[src/rtl/pcpu_pkg.sv]
// Shared encodings for the processor control path: opcodes, ALU modes,
// branch condition codes, decoder state enum and small opcode helpers.
package pcpu_pkg;

    localparam logic [6:0] OP_MOV = 7'h01;
    localparam logic [6:0] OP_LDD = 7'h02;
    localparam logic [6:0] OP_LDO = 7'h03;
    localparam logic [6:0] OP_LDI = 7'h04;
    localparam logic [6:0] OP_STD = 7'h05;
    localparam logic [6:0] OP_STO = 7'h06;
    localparam logic [6:0] OP_ADD = 7'h07;
    localparam logic [6:0] OP_ADI = 7'h08;
    localparam logic [6:0] OP_ADC = 7'h09;
    localparam logic [6:0] OP_SUB = 7'h0A;
    localparam logic [6:0] OP_SUC = 7'h0B;
    localparam logic [6:0] OP_CMP = 7'h0C;
    localparam logic [6:0] OP_CMI = 7'h0D;
    localparam logic [6:0] OP_JMP = 7'h0E;

    localparam logic [3:0] ALU_ADD    = 4'b0000;
    localparam logic [3:0] ALU_SUB    = 4'b0001;
    localparam logic [3:0] ALU_PASS_L = 4'b1001;
    localparam logic [3:0] ALU_PASS_R = 4'b1010;

    localparam logic [3:0] COND_C   = 4'd1;
    localparam logic [3:0] COND_EQ  = 4'd2;
    localparam logic [3:0] COND_LT  = 4'd3;
    localparam logic [3:0] COND_GT  = 4'd4;
    localparam logic [3:0] COND_LE  = 4'd5;
    localparam logic [3:0] COND_GE  = 4'd6;
    localparam logic [3:0] COND_NE  = 4'd7;
    localparam logic [3:0] COND_OV  = 4'd8;
    localparam logic [3:0] COND_OV2 = 4'd9;

    typedef enum logic [2:0] {
        ST_EXEC     = 3'd0,
        ST_MEM_REQ  = 3'd1,
        ST_MEM_WAIT = 3'd2,
        ST_MEM_WB   = 3'd3,
        ST_FAULT    = 3'd4
    } state_e;

    // Memory-access opcodes leave EXEC and run the handshake sequence.
    function automatic logic is_mem_op(input logic [6:0] op);
        return (op == OP_LDD) || (op == OP_LDO) || (op == OP_STD) || (op == OP_STO);
    endfunction

    // Loads write back into a GP register; stores finish straight from MEM_WAIT.
    function automatic logic is_load_op(input logic [6:0] op);
        return (op == OP_LDD) || (op == OP_LDO);
    endfunction

endpackage

[src/rtl/ctl_decoder_jmp_cond.sv]
// Branch condition evaluator: turns the 4-bit cond field and the ALU flags
// into the jump-enable used by the jmp opcode.
module jmp_cond
    import pcpu_pkg::*;
(
    input  logic [3:0] cond,
    input  logic [4:0] flags,
    output logic       jmp_en
);

    // flags[4] is reserved and intentionally ignored
    logic unused_flag_s;
    assign unused_flag_s = flags[4];

    // Select the flag expression for the requested condition; unknown codes jump
    always_comb begin
        jmp_en = 1'b1;
        case (cond)
            COND_C:   jmp_en = flags[1];
            COND_EQ:  jmp_en = flags[0];
            COND_LT:  jmp_en = flags[2];
            COND_GT:  jmp_en = ~(flags[2] | flags[0]);
            COND_LE:  jmp_en = flags[2] | flags[0];
            COND_GE:  jmp_en = ~flags[2];
            COND_NE:  jmp_en = ~flags[0];
            COND_OV:  jmp_en = flags[3];
            COND_OV2: jmp_en = flags[3];
            default:  jmp_en = 1'b1;
        endcase
    end

endmodule

[src/rtl/ctl_decoder.sv]
// Control decoder: single-cycle opcodes decode combinationally in EXEC;
// memory opcodes latch the instruction and walk MEM_REQ/MEM_WAIT/MEM_WB
// with a timeout that traps into FAULT until software clears it.
module ctl_decoder
    import pcpu_pkg::*;
#(
    parameter int REG_CNT     = 8,
    parameter int INSTR_W     = 16,
    parameter int MEM_TIMEOUT = 255
) (
    input  logic                          clk,
    input  logic                          rst,
    input  logic [INSTR_W-1:0]            instr,
    input  logic                          instr_valid,
    input  logic                          mem_busy,
    input  logic                          mem_ready,
    input  logic [4:0]                    flags,
    input  logic                          fault_clr,
    output logic                          pc_inc,
    output logic                          pc_ie,
    output logic                          reg_in_mux_ctl,
    output logic                          alu_r_mux_ctl,
    output logic                          alu_cin,
    output logic                          ram_write,
    output logic                          ram_read,
    output logic                          alu_flags_ie,
    output logic [3:0]                    alu_mode,
    output logic [$clog2(REG_CNT)-1:0]    reg_l_ctl,
    output logic [$clog2(REG_CNT)-1:0]    reg_r_ctl,
    output logic [REG_CNT-1:0]            gp_reg_ie,
    output logic                          mem_fault,
    output logic                          busy
);

    localparam int RW = $clog2(REG_CNT);
    localparam logic [15:0]        WAIT_LAST = 16'(MEM_TIMEOUT - 1);
    localparam logic [REG_CNT-1:0] IE_ONE    = {{(REG_CNT-1){1'b0}}, 1'b1};
    localparam logic [REG_CNT-1:0] IE_NONE   = {REG_CNT{1'b0}};

    state_e               state_r;
    state_e               next_state_s;
    logic [INSTR_W-1:0]   instr_r;
    logic [15:0]          wait_cnt_r;
    logic                 mem_fault_r;
    logic                 latch_s;
    logic                 fault_set_s;
    logic                 timeout_s;
    logic                 jmp_en_s;

    // Live instruction fields (EXEC) and latched fields (memory states)
    logic [6:0]    op_s, op_m_s;
    logic [RW-1:0] tg_s, fo_s, so_s, tg_m_s, fo_m_s, so_m_s;
    logic [3:0]    cond_s;

    assign op_s   = instr[6:0];
    assign tg_s   = instr[7+RW-1:7];
    assign fo_s   = instr[7+2*RW-1:7+RW];
    assign so_s   = instr[7+3*RW-1:7+2*RW];
    assign cond_s = instr[10:7];
    assign op_m_s = instr_r[6:0];
    assign tg_m_s = instr_r[7+RW-1:7];
    assign fo_m_s = instr_r[7+2*RW-1:7+RW];
    assign so_m_s = instr_r[7+3*RW-1:7+2*RW];

    assign timeout_s = (wait_cnt_r == WAIT_LAST);

    jmp_cond u_jmp_cond (
        .cond   (cond_s),
        .flags  (flags),
        .jmp_en (jmp_en_s)
    );

    // Address-setup controls held steady for the whole memory sequence
    logic          mem_load_s;
    logic [3:0]    mem_mode_s;
    logic [RW-1:0] mem_l_s, mem_r_s;

    // Derive the memory address-setup from the latched opcode
    always_comb begin
        mem_load_s = is_load_op(op_m_s);
        mem_mode_s = ALU_PASS_R;
        mem_l_s    = {RW{1'b0}};
        mem_r_s    = {RW{1'b0}};
        case (op_m_s)
            OP_LDO: begin
                mem_mode_s = ALU_ADD;
                mem_l_s    = fo_m_s;
            end
            OP_STD: begin
                mem_r_s    = fo_m_s;
            end
            OP_STO: begin
                mem_mode_s = ALU_ADD;
                mem_l_s    = so_m_s;
                mem_r_s    = fo_m_s;
            end
            default: begin
                mem_mode_s = ALU_PASS_R;
            end
        endcase
    end

    // Decoded (pre-reset-gating) datapath controls
    logic                pc_inc_s, pc_ie_s, reg_in_mux_s, alu_r_mux_s;
    logic                alu_cin_s, ram_write_s, ram_read_s, alu_flags_ie_s;
    logic [3:0]          alu_mode_s;
    logic [RW-1:0]       reg_l_s, reg_r_s;
    logic [REG_CNT-1:0]  gp_reg_ie_s;

    // Next-state and output decode from state plus instruction
    always_comb begin
        next_state_s   = state_r;
        latch_s        = 1'b0;
        fault_set_s    = 1'b0;
        pc_inc_s       = 1'b0;
        pc_ie_s        = 1'b0;
        reg_in_mux_s   = 1'b0;
        alu_r_mux_s    = 1'b0;
        alu_cin_s      = 1'b0;
        ram_write_s    = 1'b0;
        ram_read_s     = 1'b0;
        alu_flags_ie_s = 1'b0;
        alu_mode_s     = 4'b0000;
        reg_l_s        = {RW{1'b0}};
        reg_r_s        = {RW{1'b0}};
        gp_reg_ie_s    = IE_NONE;
        case (state_r)
            ST_EXEC: begin
                if (instr_valid) begin
                    case (op_s)
                        OP_MOV: begin
                            alu_mode_s  = ALU_PASS_L;
                            reg_l_s     = fo_s;
                            gp_reg_ie_s = IE_ONE << tg_s;
                            pc_inc_s    = 1'b1;
                        end
                        OP_LDI: begin
                            alu_mode_s  = ALU_PASS_R;
                            alu_r_mux_s = 1'b1;
                            gp_reg_ie_s = IE_ONE << tg_s;
                            pc_inc_s    = 1'b1;
                        end
                        OP_ADD, OP_ADC, OP_SUB, OP_SUC, OP_CMP: begin
                            alu_mode_s     = ((op_s == OP_ADD) || (op_s == OP_ADC)) ? ALU_ADD : ALU_SUB;
                            alu_cin_s      = ((op_s == OP_ADC) || (op_s == OP_SUC)) ? flags[1] : 1'b0;
                            reg_l_s        = fo_s;
                            reg_r_s        = so_s;
                            gp_reg_ie_s    = (op_s == OP_CMP) ? IE_NONE : (IE_ONE << tg_s);
                            alu_flags_ie_s = 1'b1;
                            pc_inc_s       = 1'b1;
                        end
                        OP_ADI, OP_CMI: begin
                            alu_mode_s     = (op_s == OP_ADI) ? ALU_ADD : ALU_SUB;
                            reg_l_s        = fo_s;
                            alu_r_mux_s    = 1'b1;
                            gp_reg_ie_s    = (op_s == OP_CMI) ? IE_NONE : (IE_ONE << tg_s);
                            alu_flags_ie_s = 1'b1;
                            pc_inc_s       = 1'b1;
                        end
                        OP_JMP: begin
                            alu_mode_s  = ALU_PASS_R;
                            alu_r_mux_s = 1'b1;
                            pc_ie_s     = jmp_en_s;
                            pc_inc_s    = ~jmp_en_s;
                        end
                        OP_LDD, OP_LDO, OP_STD, OP_STO: begin
                            latch_s      = 1'b1;
                            next_state_s = ST_MEM_REQ;
                        end
                        default: begin
                            pc_inc_s = 1'b1;
                        end
                    endcase
                end else begin
                    next_state_s = ST_EXEC;
                end
            end
            ST_MEM_REQ: begin
                alu_mode_s  = mem_mode_s;
                reg_l_s     = mem_l_s;
                reg_r_s     = mem_r_s;
                alu_r_mux_s = 1'b1;
                if (mem_load_s) begin
                    ram_read_s   = 1'b1;
                    reg_in_mux_s = 1'b1;
                end else begin
                    ram_write_s  = 1'b1;
                end
                next_state_s = ST_MEM_WAIT;
            end
            ST_MEM_WAIT: begin
                alu_mode_s  = mem_mode_s;
                reg_l_s     = mem_l_s;
                reg_r_s     = mem_r_s;
                alu_r_mux_s = 1'b1;
                if (mem_load_s) begin
                    if (mem_ready) begin
                        next_state_s = ST_MEM_WB;
                    end else if (timeout_s) begin
                        next_state_s = ST_FAULT;
                        fault_set_s  = 1'b1;
                    end else begin
                        next_state_s = ST_MEM_WAIT;
                    end
                end else begin
                    if (!mem_busy) begin
                        next_state_s = ST_EXEC;
                        pc_inc_s     = 1'b1;
                    end else if (timeout_s) begin
                        next_state_s = ST_FAULT;
                        fault_set_s  = 1'b1;
                    end else begin
                        next_state_s = ST_MEM_WAIT;
                    end
                end
            end
            ST_MEM_WB: begin
                alu_mode_s   = mem_mode_s;
                reg_l_s      = mem_l_s;
                reg_r_s      = mem_r_s;
                alu_r_mux_s  = 1'b1;
                reg_in_mux_s = 1'b1;
                gp_reg_ie_s  = IE_ONE << tg_m_s;
                pc_inc_s     = 1'b1;
                next_state_s = ST_EXEC;
            end
            ST_FAULT: begin
                if (fault_clr) begin
                    next_state_s = ST_EXEC;
                end else begin
                    next_state_s = ST_FAULT;
                end
            end
            default: begin
                next_state_s = ST_EXEC;
            end
        endcase
    end

    // Force every output low while reset is asserted, even mid-sequence
    always_comb begin
        if (rst) begin
            pc_inc         = 1'b0;
            pc_ie          = 1'b0;
            reg_in_mux_ctl = 1'b0;
            alu_r_mux_ctl  = 1'b0;
            alu_cin        = 1'b0;
            ram_write      = 1'b0;
            ram_read       = 1'b0;
            alu_flags_ie   = 1'b0;
            alu_mode       = 4'b0000;
            reg_l_ctl      = {RW{1'b0}};
            reg_r_ctl      = {RW{1'b0}};
            gp_reg_ie      = IE_NONE;
            mem_fault      = 1'b0;
            busy           = 1'b0;
        end else begin
            pc_inc         = pc_inc_s;
            pc_ie          = pc_ie_s;
            reg_in_mux_ctl = reg_in_mux_s;
            alu_r_mux_ctl  = alu_r_mux_s;
            alu_cin        = alu_cin_s;
            ram_write      = ram_write_s;
            ram_read       = ram_read_s;
            alu_flags_ie   = alu_flags_ie_s;
            alu_mode       = alu_mode_s;
            reg_l_ctl      = reg_l_s;
            reg_r_ctl      = reg_r_s;
            gp_reg_ie      = gp_reg_ie_s;
            mem_fault      = mem_fault_r;
            busy           = (state_r != ST_EXEC);
        end
    end

    // State register
    always_ff @(posedge clk or posedge rst) begin
        if (rst) begin
            state_r <= ST_EXEC;
        end else begin
            state_r <= next_state_s;
        end
    end

    // Capture the memory instruction so later instr changes are ignored
    always_ff @(posedge clk or posedge rst) begin
        if (rst) begin
            instr_r <= {INSTR_W{1'b0}};
        end else if (latch_s) begin
            instr_r <= instr;
        end
    end

    // Count MEM_WAIT cycles, restarting for each new memory access
    always_ff @(posedge clk or posedge rst) begin
        if (rst) begin
            wait_cnt_r <= 16'd0;
        end else if (latch_s) begin
            wait_cnt_r <= 16'd0;
        end else if (state_r == ST_MEM_WAIT) begin
            wait_cnt_r <= wait_cnt_r + 16'd1;
        end
    end

    // Sticky timeout flag: set on timeout, cleared by fault_clr
    always_ff @(posedge clk or posedge rst) begin
        if (rst) begin
            mem_fault_r <= 1'b0;
        end else if (fault_set_s) begin
            mem_fault_r <= 1'b1;
        end else if (fault_clr) begin
            mem_fault_r <= 1'b0;
        end
    end

endmodule

[config.mk]
export PLATFORM = sky130hd
export DESIGN_NAME = ctl_decoder
export DESIGN_NICKNAME = d
export VERILOG_FILES = /design/src/rtl/pcpu_pkg.sv /design/src/rtl/ctl_decoder_jmp_cond.sv /design/src/rtl/ctl_decoder.sv
export SDC_FILE = /design/constraint.sdc
export NUM_CORES = 1
export LEC_CHECK = 0
export CORE_MARGIN = 2
export CORE_UTILIZATION = 50
export CTS_BUF_LIST = sky130_fd_sc_hd__clkbuf_16
export CTS_CLUSTER_SIZE = 10
export DETAILED_ROUTE_END_ITERATION = 12
export PLACE_DENSITY = 0.82
export SYNTH_ARGS = -nofsm -noshare
export SYNTH_HDL_FRONTEND = slang
export SYNTH_SLANG_ARGS = --single-unit
[constraint.sdc]
create_clock -name clk -period 2.57 [get_ports clk]
set_input_delay 0.3855 -clock clk [delete_from_list [all_inputs] [get_ports clk]]
set_output_delay 0.3855 -clock clk [all_outputs]
set_load 0.02 [all_outputs]
==> results of run 1 <==
-- through the flow --
stage	power [W]	hold slack, ns	setup TNS, ns	cell area, um^2
2_1_floorplan	0.001064	0.3432	0	2527
3_3_place_gp	0.001241	0.4713	-5.449	3422
3_5_place_dp	0.001257	0.4765	-5.987	3422
4_1_cts	0.001817	0.4878	0	3538
5_1_grt	0.001912	0.5130	0	3547
6_report	0.001822	0.4836	0	3547
-- logic make-up (layout without fill, tap and decap cells) --
group,after synthesis,in the layout,share of synthesized area
buffers and inverters,19,115,0.04561
muxes,14,14,0.06148
AOI/OAI and AO/OA,59,59,0.1616
other,1,1,0.001486
and+or+nand+nor,132,132,0.3039
DFF,36,36,0.3570
adders and majority gates,2,2,0.009914
xor gates and xnor gates,17,17,0.05900
-- flip-flops by register name (all words and copies together), names as in the netlist --
name	count
instr_r	16
mem_fault_r	1
state_r	3
wait_cnt_r	16
-- cell usage in the layout, fill, tap and decap left out, types with 4 or more instances in the layout --
cell | netlist | routed
dfrtp_1 | 36 | 36
xnor2_1 | 7 | 7
inv_1 | 5 | 4
nand2b_1 | 5 | 5
clkbuf_16 | 0 | 5
nand4_1 | 9 | 9
nand2_1 | 18 | 18
clkdlybuf4s50_1 | 0 | 23
a21oi_1 | 13 | 11
mux2_1 | 11 | 11
a22o_1 | 6 | 6
nor3_1 | 9 | 9
buf_4 | 2 | 49
nand3_1 | 10 | 10
xor2_1 | 10 | 10
a22oi_1 | 4 | 4
dlygate4sd2_1 | 0 | 13
and3_1 | 4 | 4
clkbuf_2 | 0 | 8
nor2b_1 | 12 | 12
o21ai_0 | 11 | 11
nor2_1 | 35 | 34
-- final timing paths --
check                             from             end  slack, ns  cells past startpoint
setup / recovery              instr[5]    gp_reg_ie[5]       0.05                      7
hold / removal             instr_r[13]     instr_r[13]       0.48                      1
setup reg to reg            state_r[1]  wait_cnt_r[13]       0.65                      6
hold reg to reg            instr_r[13]     instr_r[13]       0.48                      1
max in group asynchronous          rst   wait_cnt_r[5]       1.55                      4
min in group asynchronous          rst     instr_r[13]       0.71                      4
-- power by group through the flow --
stage / combinational, W / clock [W] / sequential [W]
global placement: 0.000449 / 0 / 0.000792
CTS: 0.000462 / 0.000566 / 0.000788
global route: 0.000518 / 0.000587 / 0.000808
floorplan: 0.000297 / 0 / 0.000767
finish: 0.000466 / 0.000566 / 0.000790
detailed placement: 0.000461 / 0 / 0.000796
-- worst max-delay path: stages --
cell             delay [ns]
clkdlybuf4s50_1        0.42
nor3_2                 0.23
nand3_2                0.10
or4b_4                 0.59
buf_6                  0.15
o21ai_4                0.12
buf_6                  0.13
-- per-layer routing --
metal	routed length (um)	vias to the layer above	global-route usage
li1	-	1196	-
met1	2963	1192	0.3460
met2	3215	68	0.4191
met3	299	17	0.06024
met4	141	0	0.07738
met5	0	-	0
-- final cells by class --
| class | instances | area, um^2 | area share |
|---|---|---|---|
| Tap cell | 67 | 83.83 | 0.02363 |
| Multi-Input combinational cell | 225 | 1546 | 0.4360 |
| Inverter | 5 | 22.52 | 0.006349 |
| Clock inverter | 2 | 7.507 | 0.002116 |
| Clock buffer | 5 | 125.1 | 0.03527 |
| Timing Repair Buffer | 103 | 860.8 | 0.2427 |
| Sequential cell | 36 | 900.9 | 0.2540 |
-- repair_timing --
item	CTS	global route
pin swaps	1	4
resized for setup	43	32
setup endpoints to repair	24	19
setup buffers	1	1
==> qor.yml, run 1 <==
synthesis:
  synth_common_cells: "36 x dfrtp_1, 35 x nor2_1, 18 x nand2_1, 13 x a21oi_1, 12 x nor2b_1"
  synthDistinctLibCells: 63
  syn_area_um2: 2524
  yosys_warnings: 0
  synthCells: 280
  synthFlopType: "dfrtp_1"
  syn_area_per_cell_um2: 9.013
  synth-edff-count: 0
  ys_top_cells_by_area: "dfrtp_1 36%, nor2_1 5.2%, mux2_1 4.9%"
  ys_seq_area_frac: 0.3570
  synthesis.nets: 309
  ys_ff_latch: 36
  yosysTopAreaCell: "dfrtp_1"
  yosysMostFrequentCell: "dfrtp_1"
  yosysTopAreaCellShare: 0.3570
  async_flop_share: 1.000
clocking:
  numCtsBuffers: 5
  h-tree-depth: 2
  cts_tree: "built"
  cts.path.max_buffers: 2
  root_buffer: "clkbuf_16"
  hold_buffers: 0
  clock_latency_ns: 0.28
  clock-sinks: 36
  clk_pin_slew_worst_paths_ns: 0.05
final_layout:
  drive_gt1_frac: 0.2527
  post-route-util: 0.7412
  num_antenna_cells: 0
  syn2layout_area_growth_pct: 40.56
  fillers: 359
  final_nets: 405
  stdcell_count: 443
power_and_ir_drop:
  p_int_w: 0.001257
  power_frac_clock: 0.311
  p_leak_nw: 1.639
  ir_worst_vdd_uv: 423.9
  power.share.combinational: 0.256
  swShare: 0.3101
  pwr-share-seq: 0.434
  power_switching_w: 0.0005650
  power_per_cell_area_nw_per_um2: 513.6
placement:
  dp_slack_ns: -0.4998
  io_buffer_count: 52
  gp_congestion: 0.8610
  dp_cells: 434
  hpwlAfterDp_um: 4860
sta:
  period_share: 0.9794
  skew_ns: 0.003212
  setup_viol: 0
  slew_headroom: 0.6588
  rsz0062_at_grt: "no"
  fin_ws_ns: 0.05290
  hold_viol_final: 0
  max_freq_ghz: 0.3973
  tightest_slew_ns: 0.5107
  fin_crit_ns: 2.517
  slew_violations: 0
global_route:
  grt_pass1_wl_um: 11120
  grt_usage: 0.2588
  grt_overflow: 0
  antenna_found_initial: 0
  grt_pass1_vias: 2361
  grt_max_degree: 37
run_status:
  run_status: "completed"
floorplanning:
  rows: 25
  coreArea_um2: 4786
  ios: 55
  dieArea_um2: 5632
  fp.dieH_um: 75.05
  start_util: 0.5273
  die_w_um: 75.05
route:
  drcViolationCount: 0
  routed_wl_um: 6619
  drt_iter0_markers: 148
  routed_via_density: 5.582
  antenna_left: 0
  wl_per_cell_um: 14.94
  dr.pass1.iters: 4
  via_count: 2473
flow_run:
  cap_violations: 0
critical_path:
  crit_fanout: 3
  path_class: "input port to output pin"
  critPathCaptureType: "output pin"
  cp.required_ns: 2.18
  critPathLaunchType: "input port"
  arrival_ns: 2.13
hold_path:
  hp-class: "flip-flop to flip-flop"
Note: power is estimated with default switching activity, not from simulation.
==> run 2, diff against run 1 <==
CORE_ASPECT_RATIO = 0.6   (was not set)
SYNTH_HIERARCHICAL = 1   (was not set)
==> run 2 against run 1 <==
Clock power up 6.4%; via count up 7.8%; clock skew is 0.0028 ns higher; critical path depth decreased by 1; worst setup slack improved by 0.012 ns; die area grew 1.3%; clock-buffer cell count is the same; critical endpoint is now alu_mode[0]; largest power group unchanged.
==> qor.yml, run 2 <==
synthesis:
  yosysTopAreaCell: "dfrtp_1"
  ys_seq_area_frac: 0.3533
  synthesis.nets: 318
  yosys_warnings: 6
  synthDistinctLibCells: 59
  synthFlopType: "dfrtp_1"
  async_flop_share: 1.000
  syn_area_per_cell_um2: 8.823
  yosysMostFrequentCell: "dfrtp_1"
  ys_top_cells_by_area: "dfrtp_1 35%, nor2_1 4.9%, mux2_2 4.9%"
  syn_area_um2: 2550
  yosysTopAreaCellShare: 0.3533
  ys_ff_latch: 36
  synthCells: 289
  synth-edff-count: 0
  synth_common_cells: "36 x dfrtp_1, 33 x nor2_1, 16 x a21oi_1, 16 x nand2_1, 15 x nor3_1"
sta:
  max_freq_ghz: 0.3991
  hold_viol_final: 0
  fin_crit_ns: 2.505
  setup_viol: 0
  final.setup.tns_ns: 0
  period_share: 0.9748
  skew_ns: 0.006055
  rsz0062_at_grt: "yes"
  slew_headroom: 0.4714
  slew_violations: 0
  hold_slack_ns: 0.4877
  tightest_slew_ns: 0.7912
final_layout:
  fillers: 383
  num_antenna_cells: 0
  final_cell_mix: "46 x buf_4, 36 x dfrtp_1, 33 x nor2_1, 23 x clkdlybuf4s50_1"
  final_nets: 412
  final_common_cell: "buf_4"
  drive_gt1_frac: 0.2630
  syn2layout_area_growth_pct: 39.16
  largest_registers: "instr_r: 16 flops, wait_cnt_r: 16 flops, state_r: 3 flops"
critical_path:
  critPathLaunchType: "input port"
  max_stage_delay_ns: 0.49
  crit_family: "buffers and inverters"
  crit_buf_inv: 2
  crit_fanout: 4
  cp_slowest_cell: "clkdlybuf4s50_1"
  path_class: "input port to output pin"
  critPathCaptureType: "output pin"
  arrival_ns: 2.12
  cp.required_ns: 2.18
  path_cells: "clkdlybuf4s50_1 -> nor4b_4 -> and2_4 -> nand2_1 -> a221oi_1 -> dlygate4sd2_1"
route:
  wl_per_cell_um: 16.96
  via_count: 2665
  drt_iter0_markers: 248
  antenna_left: 0
  routed_via_density: 5.922
  drcViolationCount: 0
  routed_wl_um: 7631
  dr.pass1.iters: 5
clocking:
  cts_tree: "built"
  root_buffer: "clkbuf_16"
  cts.path.max_buffers: 2
  clock_latency_ns: 0.29
  clk_pin_slew_worst_paths_ns: 0.06
  clock-sinks: 36
  hold_buffers: 0
  h-tree-depth: 2
  numCtsBuffers: 5
power_and_ir_drop:
  swShare: 0.3155
  power_switching_w: 0.0005619
  power_per_cell_area_nw_per_um2: 501.9
  power_frac_clock: 0.338
  power.share.combinational: 0.239
  p_int_w: 0.001219
  ir_worst_vdd_uv: 469.7
  pwr-share-seq: 0.423
  p_leak_nw: 1.593
placement:
  io_buffer_count: 52
  hpwlAfterDp_um: 5538
  gp_congestion: 0.9003
floorplanning:
  dieArea_um2: 5706
  fp.dieH_um: 59.32
  start_util: 0.5121
  ios: 55
  coreArea_um2: 4980
  rows: 20
  die_w_um: 96.20
global_route:
  grt_overflow: 0
  grt_pass1_vias: 2395
  antenna_found_initial: 0
  grt_max_degree: 28
  grt_usage: 0.2818
  grt_pass1_wl_um: 11960
hold_path:
  hp-class: "flip-flop to flip-flop"
run_status:
  run_status: "completed"
flow_run:
  cap_violations: 0
==> run 2: cells by family after synthesis <==
family | Yosys count | synth area share
fa+ha+maj | 2 | 0.009812
simple gates | 138 | 0.3111
other cells | 1 | 0.001471
xor+xnor | 17 | 0.05839
flops | 36 | 0.3533
buf+inv | 25 | 0.04220
compound gates | 56 | 0.1634
mux | 14 | 0.06035
==> run 2: power by group through the flow <==
stage / sequential (W) / clock, W / combinational (W)
CTS: 0.000752 / 0.000607 / 0.000415
global route: 0.000767 / 0.000633 / 0.000464
detailed placement: 0.000761 / 0 / 0.000414
floorplan: 0.000736 / 0 / 0.000250
finish: 0.000754 / 0.000602 / 0.000425
global placement: 0.000754 / 0 / 0.000396
==> run 2: per-layer routing <==
metal,global-route usage,wire (um)
met5,0,0
met4,0.09796,103
met3,0.04198,454
met2,0.4177,3402
met1,0.4216,3671
==> run 2: metrics by stage <==
stage / power, W / area [um^2] / cells / util / setup slack (ns)
after floorplan: 0.0009852 / 2550 / 289 / - / 0.1039
after global placement: 0.001149 / 3452 / 441 / 0.6932 / -0.4169
after detailed placement: 0.001175 / 3452 / 441 / 0.6932 / -0.4700
after CTS: 0.001774 / 3576 / 449 / 0.7181 / 0.003971
after global routing: 0.001864 / 3548 / 450 / 0.7126 / -0.01816
final: 0.001781 / 3548 / 450 / 0.7126 / 0.06464
==> run 2: cell type report <==
cell class	instances	area [um^2]	share of cell area
well taps	66	82.58	0.02327
inverters	13	48.80	0.01375
clock inverters	3	17.52	0.004937
flip-flops and latches	36	900.9	0.2539
multi-input cells	228	1575	0.4439
repair buffers	99	798.3	0.2250
clock buffers	5	125.1	0.03526
==> run 2: worst paths after layout <==
check	to	slack [ns]	cells after the start	startpoint
max	alu_mode[0]	0.06	6	instr_valid
min	instr_r[3]	0.49	1	instr_r[3]
max reg2reg	wait_cnt_r[15]	0.59	5	state_r[2]
min reg2reg	instr_r[3]	0.49	1	instr_r[3]
max in group asynchronous	wait_cnt_r[7]	1.54	4	rst
min in group asynchronous	wait_cnt_r[12]	0.67	4	rst
==> run 2: what timing repair did <==
item                                   4_1_cts  5_1_grt
pin swaps                                    1        3
setup endpoints to repair                   25       21
endpoints found under the hold margin        0        0
setup buffers                                0        1
gates resized for setup                     56       35
==> RTL edit 1 (config.mk and constraints of run 2) <==
Make the reset (`rst`) synchronous in 4 clocked blocks.
--- a/src/rtl/ctl_decoder.sv
+++ b/src/rtl/ctl_decoder.sv
@@ -275,3 +275,3 @@
     // State register
-    always_ff @(posedge clk or posedge rst) begin
+    always_ff @(posedge clk) begin
         if (rst) begin
@@ -284,3 +284,3 @@
     // Capture the memory instruction so later instr changes are ignored
-    always_ff @(posedge clk or posedge rst) begin
+    always_ff @(posedge clk) begin
         if (rst) begin
@@ -293,3 +293,3 @@
     // Count MEM_WAIT cycles, restarting for each new memory access
-    always_ff @(posedge clk or posedge rst) begin
+    always_ff @(posedge clk) begin
         if (rst) begin
@@ -304,3 +304,3 @@
     // Sticky timeout flag: set on timeout, cleared by fault_clr
-    always_ff @(posedge clk or posedge rst) begin
+    always_ff @(posedge clk) begin
         if (rst) begin
Function: no difference found for any inputs over 10 cycles, from zero or initial values and one cycle with rst high; that may be too few to reach the edited logic, so the function may still have changed.
==> RTL edit 1 against run 2 <==
Register-to-register slack worse by 0.06 ns. Cell area down 4.3%. Total power down 23%. Global-route usage down 0.098 points. Sequential cell count unchanged. First-iteration DRC count down 27%. Wire length down 2.8%. Clock skew down 0.0011 ns. Area after synthesis down 5.7%. Setup slack worse by 0.062 ns.
==> RTL edit 1: results (changes against run 2) <==
Regs by FF count: instr_r: 16 flops, wait_cnt_r: 16 flops, state_r: 3 flops
CP peak stage delay: 0.53 ns (+0.04 ns)
Synth top area cells: dfxtp_1 (30%), nor2_1 (4.2%), a21oi_1 (4.2%)
Maximum clock path buffer count: 2 (unchanged)
Type of the worst min-delay path: reg2reg
Peak supply drop: 475 µV (+1.1%)
Total GRT Usage: 28.1% (-0.098 points)
Ys flop type: dfxtp_1
Vias in the first global route: 2481 (+3.6%)
Global Route met1 Usage: 42.1% (-0.056 points)
Metal2 WL: 3100 µm (-8.8%)
Status: finished, final reports clean
Clk_lat worst skew: 0.27 ns (-0.02 ns)
Fraction of layout cells with a size suffix above 1: 28.3% (+2.0 points)
Adder-cell share of the synthesized area: 1.04% (+0.059 points)
Syn_nets: 329 (+3.5%)
Wire length on met3: 710 µm (+56%)
Top post-synthesis cells by count: dfxtp_1 (36), nor2_1 (27), a21oi_1 (20), nand2_1 (18), o21ai_0 (15)
WP data arrival: 2.18 ns (+0.06 ns)
Final nets: 414 (+0.49%)
Met3 Track Usage GR: 5.85% (+1.7 points)
Post-Synth XOR/XNOR Area: 3.64% (-2.2 points)
Grt met2 use: 42.5% (+0.78 points)
Post-DP HPWL: 5510 µm (-0.48%)
Post-synthesis mux area share: 0% (-6.0 points)
Clk_skew: 0.00496 ns (-0.00109 ns)
Drt via density: 5.99 (+1.2%)
Pre-CTS WS: -0.753 ns (-0.283 ns)
Synth Area in Compound Gates: 27.8% (+11 points)
CP delay by family, top: simple AND/OR/NAND/NOR gates
Async S/R FF share, synth: 0% (-100 points)
Leakage Power: 1.35 nW (-15%)
Unique masters post-synth: 64 (+8.5%)
CP Max Fanout: 8 (+4)
Slowest CP cell: or4b_4
Met1 WL: 3560 µm (-3.0%)
First-pass GRT wire length: 12000 µm (+0.52%)
Sequential area share after synthesis: 30.0% (-5.4 points)
Drt initial violations: 181 (-27%)
Routed wire length per instance: 16.6 µm (-2.3%)
RD Place Congestion: 0.933 (+3.6%)
Largest net degree at the start of global routing: 16 (-43%)
==> RTL edit 1: changes by cell type in the layout (fill, tap and decap cells not counted), moves of 9 or more <==
cell,before,now
dfrtp_1,36,0
a22o_2,0,9
xnor2_1,13,3
dfxtp_1,0,36
mux2_2,11,0
==> RTL edit 1: per-stage QoR <==
| stage | util [%] | total power (W) | area [µm²] | cells |
|---|---|---|---|---|
| after global routing | 74.0 | 0.00142 | 3400 | 448 |
| after global placement | 70.8 | 0.000812 | 3250 | 441 |
| after CTS | 73.0 | 0.00137 | 3350 | 448 |
| after detailed placement | 70.8 | 0.000817 | 3250 | 441 |
| final | 74.0 | 0.00137 | 3400 | 448 |
| after floorplan | - | 0.000686 | 2420 | 300 |
==> RTL edit 1: path summary, 6_finish.rpt <==
| kind | from | end | slack (ns) | cells after the start |
|---|---|---|---|---|
| max | state_r[2] | alu_mode[0] | 0.003 | 5 |
| min | instr_r[4] | instr_r[4] | 0.47 | 1 |
| max reg2reg | state_r[2] | instr_r[14] | 0.53 | 6 |
| min reg2reg | instr_r[4] | instr_r[4] | 0.47 | 1 |
==> RTL edit 1: area by class of cell <==
cell class	count	area [µm²]
Fill cell	345	1190
Multi-Input combinational cell	237	1630
Inverter	7	26.3
Timing Repair Buffer	98	812
Clock inverter	2	7.51
Sequential cell	36	721
Tap cell	63	78.8
Clock buffer	5	125
==> RTL edit 1: timing repair <==
item / 4_1_cts / 5_1_grt
buffers inserted: 0 / 0
pin swaps: 5 / 7
resized for setup: 105 / 25
endpoints found under the setup margin: 25 / 21
gates cloned: 0 / 0
==> RTL edit 1: power breakdown <==
group / switching, W / internal [W]
registers: 0.00000324 / 0.000562
logic: 0.000129 / 0.000117
clock network: 0.000211 / 0.000346
total: 0.000344 / 0.00103
==> RTL edit 2 (settings of run 2) <==
Made on the original files. Change the parameter `REG_CNT` from 8 to 4.
--- a/src/rtl/ctl_decoder.sv
+++ b/src/rtl/ctl_decoder.sv
@@ -6,3 +6,3 @@
 #(
-    parameter int REG_CNT     = 8,
+    parameter int REG_CNT     = 4,
     parameter int INSTR_W     = 16,
Interface: changed (resized gp_reg_ie, reg_l_ctl and reg_r_ctl); port bits go from 55 to 49. The function was not compared with the original's and may differ.
==> RTL edit 2 against run 2 <==
Area after synthesis shrank 14%. Total power grew 21%. Wire length shrank 16%. Setup slack lost 0.0060 ns. Cell area shrank 12%. Register-to-register slack lost 0.06 ns. Sequential share of layout area grew 0.98 points. Combinational power grew 80%. Global-route usage shrank 0.87 points. Via count shrank 13%. Sequential cell count shrank 3. Die area shrank 13%. Synthesized cell count shrank 12%. Critical path depth grew 2.
==> RTL edit 2: results (changes against run 2) <==
Yosys Warn Count: 6 (unchanged)
Worst slew margin: 55.9% (+8.8 points)
Clock root cell: clkbuf_16
Metal2 WL: 2780 µm (-18%)
First-pass GRT wire length: 10500 µm (-12%)
Routed wire length per instance: 16.1 µm (-4.9%)
WP data arrival: 2.13 ns
Async S/R FF share, synth: 100% (unchanged)
Drt initial violations: 181 (-27%)
Clock buffer count from CTS: 5 (unchanged)
Top post-synthesis cells by count: dfrtp_1 (33), nor2_1 (26), nand2_1 (20), o21ai_0 (15), nor3_1 (14)
Uppermost routed layer: met4
Area share of the largest cell type after synthesis: 37.5% (+2.2 points)
Leakage Power: 1.42 nW (-11%)
Maximum clock path buffer count: 2 (unchanged)
Status: finished, final reports clean
Wire length on met3: 567 µm (+25%)
Unique masters post-synth: 57 (-3.4%)
Clk_lat worst skew: 0.28 ns
Regs by FF count: wait_cnt_r: 16 flops, instr_r: 13 flops, state_r: 3 flops
Post-DP HPWL: 4630 µm (-16%)
Routed vias: 2318 (-13%)
Worst-path clk slew: 0.05 ns
Final nets: 368 (-11%)
Initial antenna violation count: 0 (unchanged)
Synth top area cells: dfrtp_1 (38%), xnor2_1 (4.8%), nor2_1 (4.4%)
Met1 WL: 3050 µm (-17%)
Type of the worst min-delay path: reg2reg
Total GRT Usage: 27.3% (-0.87 points)
IO buf count: 43 (-17%)
# diodes: 0 (unchanged)
Vias in the first global route: 2155 (-10%)
Ys flop type: dfrtp_1
Peak supply drop: 457 µV (-2.7%)
Syn_nets: 284 (-11%)
Largest net degree at the start of global routing: 34 (+21%)
Clk_skew: 0.00344 ns (-0.00261 ns)
CP Max Fanout: 4 (unchanged)
RD Place Congestion: 0.846 (-6.0%)
Sequential area share after synthesis: 37.5% (+2.2 points)
Fraction of layout cells with a size suffix above 1: 27.1% (+0.84 points)
H-tree levels: 2 (unchanged)
First-pass iteration count of the detailed router: 5 (unchanged)
Max cap viols: 0 (unchanged)
## RTL edit 2: cell families (layout without fill, tap and decap cells)
| group | after synthesis | after routing | share of synthesized area, % |
|---|---|---|---|
| mux | 7 | 7 | 3.52 |
| other cells | 1 | 1 | 0.170 |
| fa+ha+maj | 2 | 2 | 1.14 |
| compound gates | 54 | 54 | 16.9 |
| flops | 33 | 33 | 37.5 |
| xor+xnor | 15 | 15 | 5.97 |
| simple gates | 120 | 120 | 30.5 |
| buf+inv | 23 | 107 | 4.32 |
## RTL edit 2: repair_timing
| action | 4_1_cts | 5_1_grt |
|---|---|---|
| gates resized for setup | 44 | 26 |
| setup endpoints to repair | 18 | 15 |
| pin swaps | 1 | 2 |
| setup buffers | 0 | 0 |
## RTL edit 2: through the flow
step / cells / total power, W / setup slack [ns] / instance area [µm²]
global route: 399 / 0.00228 / 0.0124 / 3130
CTS: 399 / 0.00214 / 0.00375 / 3140
finish: 399 / 0.00215 / 0.0587 / 3130
detailed placement: 392 / 0.00158 / -0.403 / 3020
global placement: 392 / 0.00155 / -0.337 / 3020
floorplan: 255 / 0.00126 / 0.424 / 2230
## RTL edit 2: worst paths after layout
path | start | endpoint | slack (ns) | depth (start not counted)
max | flags[0] | pc_ie | 0.06 | 8
min | instr_r[4] | instr_r[4] | 0.49 | 1
max reg2reg | state_r[2] | wait_cnt_r[13] | 0.53 | 5
min reg2reg | instr_r[4] | instr_r[4] | 0.49 | 1
max in group asynchronous | rst | instr_r[8] | 1.41 | 5
min in group asynchronous | rst | state_r[0] | 0.87 | 5
## RTL edit 2: layout make-up
class / instances / area (µm²)
clock buffer: 5 / 125
clock inverter: 2 / 11.3
fill: 280 / 1030
inverter: 11 / 45.0
timing repair buffer: 89 / 722
tap: 60 / 75.1
multi-input combinational: 199 / 1330
sequential: 33 / 826
## RTL edit 2: metal layers
| metal | global-route usage (%) | vias up |
|---|---|---|
| li1 | - | 1090 |
| met1 | 41.9 | 1109 |
| met2 | 38.4 | 110 |
| met3 | 8.37 | 9 |
| met4 | 4.05 | 0 |
| met5 | 0 | - |
## RTL edit 2: critical path, stage by stage
cell             delay, ns
clkdlybuf4s50_1       0.47
and3_2                0.24
o21ai_0               0.18
o211ai_1              0.15
o21ai_2               0.10
nand3_1               0.13
nor2_1                0.15
clkdlybuf4s15_1       0.32
## RTL edit 2: power by group
part | total, W | leakage (nW) | switching (W) | internal (W)
clock | 0.000562 | 0.0633 | 0.000213 | 0.000349
sequential | 0.000822 | 0.430 | 0.000167 | 0.000655
combinational | 0.000764 | 0.921 | 0.000400 | 0.000363
